===== src/rtl/spi_load_sequencer.sv =====
// Boot loader for tt_um_tiny_processor: streams instruction and register images from a sync ROM
// over the processor's SPI MISO line, then hands MISO to the external device. Option: SPI_LOAD_MULTI_GROUP_EN.
module spi_load_sequencer #(
    parameter int DATA_W  = 8,
    parameter int N_INSTR = 16,
    parameter int N_REG   = 16,
    parameter int ADDR_W  = 8
) (
    input  logic              clk,
    input  logic              rst_n,
    input  logic              start,
`ifdef SPI_LOAD_MULTI_GROUP_EN
    input  logic [3:0]        n_groups,
`endif
    output logic [ADDR_W-1:0] img_addr,
    input  logic [DATA_W-1:0] img_data,
    input  logic              sclk,
    input  logic              cs,
    input  logic              done_in,
    output logic [1:0]        mode_out,
    output logic              mosi_out,
    output logic              sel_dev,
    output logic              busy,
    output logic              done_out
);

    localparam int BIT_W  = $clog2(DATA_W + 1);
    localparam int N_MAX  = (N_INSTR > N_REG) ? N_INSTR : N_REG;
    localparam int WCNT_W = $clog2(N_MAX + 1);

    typedef enum logic [2:0] {
        ST_IDLE      = 3'd0,
        ST_LOAD_I    = 3'd1,
        ST_LOAD_R    = 3'd2,
        ST_WAIT_DONE = 3'd3,
        ST_HANDOFF   = 3'd4,
        ST_GAP       = 3'd5
    } state_t;

    state_t              state_r, state_nx_s;
    logic [ADDR_W-1:0]   img_addr_r, img_addr_nx_s;
    logic [BIT_W-1:0]    bit_cnt_r, bit_cnt_nx_s;
    logic [WCNT_W-1:0]   word_cnt_r, word_cnt_nx_s;
    logic [1:0]          mode_r, mode_nx_s;
    logic                mosi_r, mosi_nx_s;
    logic                sel_dev_r, sel_dev_nx_s;
    logic                busy_r, busy_nx_s;
    logic                done_r, done_nx_s;
    logic                ld_req_r, ld_req_s;
    logic                ld_dly_r;
    logic [DATA_W-1:0]   word_r;
    logic [DATA_W-1:0]   word_sh_s;

    logic sclk_meta_r, sclk_sync_r, sclk_prev_r;
    logic cs_meta_r, cs_sync_r, cs_prev_r;
    logic done_meta_r, done_sync_r;
    logic sclk_rise_s, sclk_fall_s, cs_fall_s, cs_rise_s;
    logic start_acc_s;
    logic more_groups_s;

    // Two-flop synchronizers plus a history flop per SPI line for edge detection
    always_ff @(posedge clk or negedge rst_n) begin
        if (!rst_n) begin
            sclk_meta_r <= 1'b0;
            sclk_sync_r <= 1'b0;
            sclk_prev_r <= 1'b0;
            cs_meta_r   <= 1'b1;
            cs_sync_r   <= 1'b1;
            cs_prev_r   <= 1'b1;
            done_meta_r <= 1'b0;
            done_sync_r <= 1'b0;
        end else begin
            sclk_meta_r <= sclk;
            sclk_sync_r <= sclk_meta_r;
            sclk_prev_r <= sclk_sync_r;
            cs_meta_r   <= cs;
            cs_sync_r   <= cs_meta_r;
            cs_prev_r   <= cs_sync_r;
            done_meta_r <= done_in;
            done_sync_r <= done_meta_r;
        end
    end

    // Edge strobes and start qualification
    always_comb begin
        sclk_rise_s = sclk_sync_r & ~sclk_prev_r;
        sclk_fall_s = ~sclk_sync_r & sclk_prev_r;
        cs_fall_s   = ~cs_sync_r & cs_prev_r;
        cs_rise_s   = cs_sync_r & ~cs_prev_r;
        start_acc_s = start & ((state_r == ST_IDLE) | (state_r == ST_HANDOFF));
    end

`ifdef SPI_LOAD_MULTI_GROUP_EN
    logic [3:0] groups_r;
    logic [3:0] grp_cnt_r;

    // Group bookkeeping: count latched on start, index advanced per finished group
    always_ff @(posedge clk or negedge rst_n) begin
        if (!rst_n) begin
            groups_r  <= 4'd1;
            grp_cnt_r <= 4'd0;
        end else if (start_acc_s) begin
            groups_r  <= (n_groups == 4'd0) ? 4'd1 : n_groups;
            grp_cnt_r <= 4'd0;
        end else if ((state_r == ST_WAIT_DONE) && done_sync_r && more_groups_s) begin
            grp_cnt_r <= grp_cnt_r + 4'd1;
        end else begin
            grp_cnt_r <= grp_cnt_r;
        end
    end

    // Another group follows when the current index is not the last one
    always_comb begin
        more_groups_s = ((grp_cnt_r + 4'd1) < groups_r);
    end
`else
    // Single-group build: every done_in ends the load
    always_comb begin
        more_groups_s = 1'b0;
    end
`endif

    // Next-state and next-output logic for the load sequencer
    always_comb begin
        state_nx_s    = state_r;
        img_addr_nx_s = img_addr_r;
        bit_cnt_nx_s  = bit_cnt_r;
        word_cnt_nx_s = word_cnt_r;
        mode_nx_s     = mode_r;
        mosi_nx_s     = mosi_r;
        sel_dev_nx_s  = sel_dev_r;
        busy_nx_s     = busy_r;
        done_nx_s     = 1'b0;
        ld_req_s      = 1'b0;
        word_sh_s     = word_r << bit_cnt_r;

        case (state_r)
            ST_IDLE, ST_HANDOFF: begin
                if (start_acc_s) begin
                    state_nx_s    = ST_LOAD_I;
                    img_addr_nx_s = ADDR_W'(0);
                    bit_cnt_nx_s  = BIT_W'(0);
                    word_cnt_nx_s = WCNT_W'(0);
                    mode_nx_s     = 2'b01;
                    mosi_nx_s     = 1'b0;
                    sel_dev_nx_s  = 1'b0;
                    busy_nx_s     = 1'b1;
                    ld_req_s      = 1'b1;
                end else begin
                    state_nx_s = state_r;
                end
            end

            ST_LOAD_I, ST_LOAD_R: begin
                // bit_cnt counts sampled rises, so it also indexes the next bit to present
                if (cs_fall_s) begin
                    mosi_nx_s = word_r[DATA_W-1];
                end else if (sclk_fall_s && (bit_cnt_r < BIT_W'(DATA_W))) begin
                    mosi_nx_s = word_sh_s[DATA_W-1];
                end else begin
                    mosi_nx_s = mosi_r;
                end

                if (sclk_rise_s) begin
                    if (bit_cnt_r == BIT_W'(DATA_W - 1)) begin
                        bit_cnt_nx_s  = BIT_W'(0);
                        img_addr_nx_s = img_addr_r + ADDR_W'(1);
                        ld_req_s      = 1'b1;
                        if ((state_r == ST_LOAD_I) && (word_cnt_r == WCNT_W'(N_INSTR - 1))) begin
                            state_nx_s    = ST_LOAD_R;
                            word_cnt_nx_s = WCNT_W'(0);
                            mode_nx_s     = 2'b10;
                        end else if ((state_r == ST_LOAD_R) && (word_cnt_r == WCNT_W'(N_REG - 1))) begin
                            state_nx_s    = ST_WAIT_DONE;
                            word_cnt_nx_s = WCNT_W'(0);
                            mode_nx_s     = 2'b00;
                            mosi_nx_s     = 1'b0;
                        end else begin
                            word_cnt_nx_s = word_cnt_r + WCNT_W'(1);
                        end
                    end else begin
                        bit_cnt_nx_s = bit_cnt_r + BIT_W'(1);
                    end
                end else if (cs_rise_s) begin
                    // Aborted word: rewind so the same word is resent on the next frame
                    bit_cnt_nx_s = BIT_W'(0);
                end else begin
                    bit_cnt_nx_s = bit_cnt_r;
                end
            end

            ST_WAIT_DONE: begin
                if (done_sync_r) begin
                    if (more_groups_s) begin
                        state_nx_s   = ST_GAP;
                        mode_nx_s    = 2'b00;
                        sel_dev_nx_s = 1'b0;
                    end else begin
                        state_nx_s   = ST_HANDOFF;
                        mode_nx_s    = 2'b11;
                        sel_dev_nx_s = 1'b1;
                        busy_nx_s    = 1'b0;
                        done_nx_s    = 1'b1;
                    end
                end else begin
                    state_nx_s = state_r;
                end
            end

            ST_GAP: begin
                // img_addr already sits at the next group's base
                state_nx_s    = ST_LOAD_I;
                bit_cnt_nx_s  = BIT_W'(0);
                word_cnt_nx_s = WCNT_W'(0);
                mode_nx_s     = 2'b01;
                sel_dev_nx_s  = 1'b0;
                ld_req_s      = 1'b1;
            end

            default: begin
                state_nx_s   = ST_IDLE;
                mode_nx_s    = 2'b00;
                mosi_nx_s    = 1'b0;
                sel_dev_nx_s = 1'b0;
                busy_nx_s    = 1'b0;
            end
        endcase
    end

    // State register and registered outputs
    always_ff @(posedge clk or negedge rst_n) begin
        if (!rst_n) begin
            state_r    <= ST_IDLE;
            img_addr_r <= ADDR_W'(0);
            bit_cnt_r  <= BIT_W'(0);
            word_cnt_r <= WCNT_W'(0);
            mode_r     <= 2'b00;
            mosi_r     <= 1'b0;
            sel_dev_r  <= 1'b0;
            busy_r     <= 1'b0;
            done_r     <= 1'b0;
            ld_req_r   <= 1'b0;
        end else begin
            state_r    <= state_nx_s;
            img_addr_r <= img_addr_nx_s;
            bit_cnt_r  <= bit_cnt_nx_s;
            word_cnt_r <= word_cnt_nx_s;
            mode_r     <= mode_nx_s;
            mosi_r     <= mosi_nx_s;
            sel_dev_r  <= sel_dev_nx_s;
            busy_r     <= busy_nx_s;
            done_r     <= done_nx_s;
            ld_req_r   <= ld_req_s;
        end
    end

    // ROM read pipeline: address registered, ROM registers it, then the word is captured
    always_ff @(posedge clk or negedge rst_n) begin
        if (!rst_n) begin
            ld_dly_r <= 1'b0;
            word_r   <= DATA_W'(0);
        end else begin
            ld_dly_r <= ld_req_r;
            if (ld_dly_r) begin
                word_r <= img_data;
            end else begin
                word_r <= word_r;
            end
        end
    end

    assign img_addr = img_addr_r;
    assign mode_out = mode_r;
    assign mosi_out = mosi_r;
    assign sel_dev  = sel_dev_r;
    assign busy     = busy_r;
    assign done_out = done_r;

endmodule


===== config.mk =====
export PLATFORM = sky130hd
export DESIGN_NAME = spi_load_sequencer
export DESIGN_NICKNAME = d
export VERILOG_FILES = /design/src/rtl/spi_load_sequencer.sv
export SDC_FILE = /design/constraint.sdc
export NUM_CORES = 1
export LEC_CHECK = 0
export CORE_MARGIN = 2
export CORE_UTILIZATION = 40
export DETAILED_ROUTE_END_ITERATION = 16
export HOLD_SLACK_MARGIN = 0.06
export PLACE_DENSITY = 0.72
export SYNTH_ARGS = -nofsm -noshare
export SYNTH_HDL_FRONTEND = slang
export SYNTH_SLANG_ARGS = --single-unit

===== constraint.sdc =====
create_clock -name clk -period 2.8 [get_ports clk]
set_input_delay 0.42 -clock clk [delete_from_list [all_inputs] [get_ports clk]]
set_output_delay 0.42 -clock clk [all_outputs]
set_load 0.05 [all_outputs]

Word level (Yosys, flattened, before mapping)

Cells that the tools add are included.

Bits of input ports: 14
Output and inout port bits: 14
Word-level logic and storage cells: 116
Register bits after elaboration: 44

Bitwise operators: 13
Magnitude comparators: 1
Muxes and demuxes: 48
$add $sub $neg: 3
Shift-type cells: 1
Eq/ne operators: 13
Reductions and logical operators: 17

Operator list:

| operator                                             | count |
|---|---|
| two-way mux 5 bit                                    | 5 |
| two-way mux 8 bit                                    | 3 |
| two-way mux 3 bit                                    | 6 |
| two-way mux 4 bit                                    | 4 |
| one-hot mux 8 bit (2 select lines)                   | 1 |
| two-way mux 1 bit                                    | 15 |
| one-hot mux 5 bit (3 select lines)                   | 1 |
| two-way mux 2 bit                                    | 6 |
| one-hot mux 1 bit (3 select lines)                   | 4 |
| one-hot mux 3 bit (4 select lines)                   | 1 |
| one-hot mux 4 bit (3 select lines)                   | 1 |
| AND reduction 3 bit                                  | 3 |
| adder 8 x 1 -> 8 bit (second input constant)         | 1 |
| inequality test 2 bit (second input constant)        | 4 |
| one-hot mux 2 bit (4 select lines)                   | 1 |
| AND reduction 4 bit                                  | 2 |
| left shift 8 x 4 -> 8 bit                            | 1 |
| inverter 1 bit                                       | 7 |
| equality test 3 x 2 -> 1 bit (second input constant) | 2 |
| equality test 3 bit (second input constant)          | 2 |
| inequality test 3 bit (second input constant)        | 2 |
| OR reduction 2 bit                                   | 3 |
| adder 5 x 1 -> 5 bit (second input constant)         | 1 |
| AND 1 bit                                            | 5 |
| other kinds (13)                                     | 15 |

Longest topological paths before layout

Word-level depth: 10
Depth in mapped cells: 6
Depth with buffers taken out: 5

Worst setup path before layout

No wires, ideal clock.

Path type: register to register
Start point: register bit_cnt_r[0]
End point: register word_cnt_r[2]
Buffers on the path: 1
Setup time: 0.126 ns
Data required time: 2.674 ns
Clock period less this slack: 1.792 ns
Cell stages (with the launch flop): 7
Arrival time: 1.666 ns
Setup slack: 1.008 ns
Cells stage by stage: dfrtp_1 > ha_1 > and3b_1 > buf_4 > a21oi_1 > o211ai_2 > a221o_1

Longest elaborated chain between the ends: 3

RTL lines:

| item                            | RTL line | source |
|---|---|---|
| start, declared                 | 42       | `logic [BIT_W-1:0] bit_cnt_r, bit_cnt_nx_s;` |
| start signal, assigned          | 246      | `bit_cnt_r <= bit_cnt_nx_s;` |
| equality test 4 x 3 -> 1 bit    | 165      | `if (bit_cnt_r == BIT_W'(DATA_W - 1)) begin` |
| inequality test 2 bit (no line) | -        |  |
| AND reduction 4 bit (no line)   | -        |  |
| end signal, assigned            | 247      | `word_cnt_r <= word_cnt_nx_s;` |
| end, declared                   | 43       | `logic [WCNT_W-1:0] word_cnt_r, word_cnt_nx_s;` |

Every way passes these cells.
A chain may end at the register's enable or synchronous reset.

Worst setup path after layout

Start point: register state_r[0]
End point: register mode_r[0], in the netlist mode_out[0]

Longest elaborated chain between the ends: 6
Elaborated cells between the ends (all ways): 22
Those cells by class: eq/ne (10); mux (4); bitwise (2); reduce/logical (6)

RTL lines:

| item                               | RTL line | source |
|---|---|---|
| start, declared                    | 40       | `state_t state_r, state_nx_s;` |
| start signal, assigned             | 244      | `state_r <= state_nx_s;` |
| equality test 3 x 1 -> 1 bit       | 137, 169 |  |
| logical AND 1 bit                  | 169      | `if ((state_r == ST_LOAD_I) && (word_cnt_r == WCNT_W'(N_INSTR - 1))) begin` |
| two-way mux 2 bit                  | 169      |  |
| two-way mux 2 bit                  | 165      |  |
| two-way mux 2 bit                  | 164      | `if (sclk_rise_s) begin` |
| one-hot mux 2 bit (4 select lines) | 137      | `case (state_r)` |
| end signal, assigned               | 248      | `mode_r <= mode_nx_s;` |
| end, declared                      | 44       | `logic [1:0] mode_r, mode_nx_s;` |

Parallel ways exist; a longest one is shown, timed or not. The select of a mux whose other input is x is not followed.

==> impl_metrics.toml <==
[outcome]
outcome = "finished, final reports clean"

[timing]
tns_ns = 0
tightestPinTransition_ns = 0.925
maxSlewHeadroom = 0.383
hold_slack_ns = 0.253
skew_ns = 0.00392
timing.fmax_mhz = 474
finalCritPeriodShare = 0.754
grt_setup_unrepaired = "false"
slew_violations = 0
period_minus_slack_ns = 2.11
finalSetupViolations = 0
hold_violations = 0

[power]
clock_power_share = 0.187
p_sw_frac = 0.409
vdd_drop_max_uv = 477
power_w = 0.00264
p_sw_w = 0.00108
p_leak_nw = 1.09
comb_power_share = 0.418
p_per_area_nw_per_um2 = 979
p_int_w = 0.00156
seqPwrFrac = 0.395

[run]
maxCapViolCount = 0

[cts]
clock_latency_ns = 0.30
cts_buffers = 5
cts_resized = 0
clockRootBuffer = "clkbuf_8"
cts_buffer_depth = 2
h-tree-depth = 2
hold_buffers = 0
cts_setup_buffers = 0
clk_pin_slew_ns = 0.08
cts_tree = "yes"
clock_sinks = 44

[route]
wl_met2_microns = 2040
first_pass_iters = 4
via_count = 1666
wl_met1_microns = 2130
drt_wl_total_microns = 4400
ant_nets = 0
dr.max_layer_used = "met4"
drcViolationCount = 0
first_iter_violations = 119
met3_wirelength_microns = 152
vias_per_cell = 5.50
avgRoutedWirePerCell_microns = 14.5

[synth]
syn_area_per_cell_sq_um = 11.2
syn_area_sq_um = 2290
synth_cells = 205
synth-warning-count = 0
synth-seq-cells = 44
async_reset_ff_frac = 1.00
syn_nets = 222
synth_ff_type = "dfrtp_1"
ys_types = 66
yosysSeqAreaShare = 0.482
synth_edf_count = 0

[finish]
fin_nets = 247
area_growth_pct = 17.7
antenna_cells = 0
design_area_sq_um = 2700
postLayoutCoreUtil = 0.490
final_common_cell = "dfrtp_1"
drive_above_1_share = 0.156
layout_common_cells = "41 x dfrtp_1, 26 x clkdlybuf4s50_1, 14 x nand2_1"

[setup_path]
cp-startpoint = "state_r[0]$_DFFE_PN0P_"
worstPathMaxFanout = 17
crit_type = "register to register"
r2r_start = "state_r[0]$_DFFE_PN0P_"
cp_data_arrival_time_ns = 2.30
cp.required_ns = 2.99
crit_path_end_kind = "register"
start_kind = "register"
reg2reg_depth = 4

[floorplanning]
die_w_microns = 79.7
dieArea_sq_um = 6350
ios = 28
die_y_microns = 79.7
core_sq_um = 5510
num_rows = 27
initial_core_util = 0.416

[global_route]
grt_pass1_vias = 1572
grt_pass1_wl_microns = 7670
antenna_found_initial = 0
grtUsageTotal = 0.156
grt_start_max_net_pins = 45
grt_overflow = 0

[placement]
place_hpwl_microns = 3220
gp_congestion = 0.838
postPlaceCellArea_sq_um = 2580
io_buffers = 27

[worst_hold_path]
hold_class = "input port to async pin"
final timing paths:
check                      slack (ns)                       to
setup / recovery                 0.69  mode_out[0]$_DFFE_PN0P_
hold / removal                   0.25    word_r[4]$_DFFE_PN0P_
setup reg to reg                 0.69  mode_out[0]$_DFFE_PN0P_
hold reg to reg                  0.35    done_sync_r$_DFF_PN0_
max in group asynchronous        1.97  img_addr[5]$_DFFE_PN0P_
min in group clk                 0.35    done_sync_r$_DFF_PN0_
registers in the layout (all words and copies together), names as in the netlist, 2 cells and up:
signal / count
mode_out: 2
word_cnt_r: 5
word_r: 8
img_addr: 8
bit_cnt_r: 4
state_r: 3
stage by stage:
| step | setup WS (ns) | instances |
|---|---|---|
| 2_1_floorplan | 1.01 | 205 |
| 3_3_place_gp | 0.787 | 295 |
| 3_5_place_dp | 0.716 | 295 |
| 4_1_cts | 0.694 | 303 |
| 5_1_grt | 0.562 | 303 |
| 6_report | 0.688 | 303 |
power by group through the flow:
stage                     Clock [W]  Combinational [W]  Sequential [W]
final                      0.000494            0.00110         0.00104
after global placement            0            0.00109         0.00105
after detailed placement          0            0.00111         0.00106
after global routing       0.000541            0.00121         0.00108
after CTS                  0.000513            0.00111         0.00104
after floorplan                   0           0.000772         0.00112
worst max-delay path: stages (launching register included):
cell and delay, ns:
dfrtp_1 0.78, xnor2_4 0.20, o32ai_4 0.55, nor3_2 0.14
mux2_4 0.32
cell families (layout without fill, tap and decap cells):
| logic type | count (synthesis) | count (layout) | share of synthesized area |
|---|---|---|---|
| compound gates | 47 | 47 | 0.157 |
| xor+xnor | 3 | 3 | 0.0197 |
| fa+ha+maj | 3 | 3 | 0.0164 |
| buf+inv | 18 | 44 | 0.0442 |
| flops | 44 | 44 | 0.482 |
| mux | 17 | 17 | 0.0873 |
| simple gates | 73 | 73 | 0.194 |
synth_stat cells, types with 3 or more instances:
cell type	number	share of area
nor2_1	4	0.0065
nand3_1	10	0.022
nand2_1	14	0.023
ha_1	3	0.016
a21o_1	3	0.0098
or4_1	5	0.016
buf_6	3	0.015
mux2i_1	5	0.022
dfrtp_1	41	0.45
nand4_1	5	0.014
inv_1	8	0.013
nor2b_1	3	0.0082
dfstp_2	3	0.034
o31ai_1	5	0.016
nand2b_1	7	0.019
a21oi_1	13	0.028
mux2_2	8	0.039
o21ai_0	5	0.011
area by class of cell:
type	instances	area [sq um]
timing repair buffer	28	273
clock inverter	3	46.3
clock buffer	5	68.8
sequential	44	1100
tap	72	90.1
inverter	8	30.0
fill	490	2810
multi-input combinational	143	1090
routing by layer:
layer / up-vias / global-route usage
met3: 7 / 0.0373
met2: 34 / 0.226
li1: 822 / -
met5: - / 0
met4: 0 / 0.0672
met1: 803 / 0.223
No activity file was read; power rests on OpenSTA's default activity.
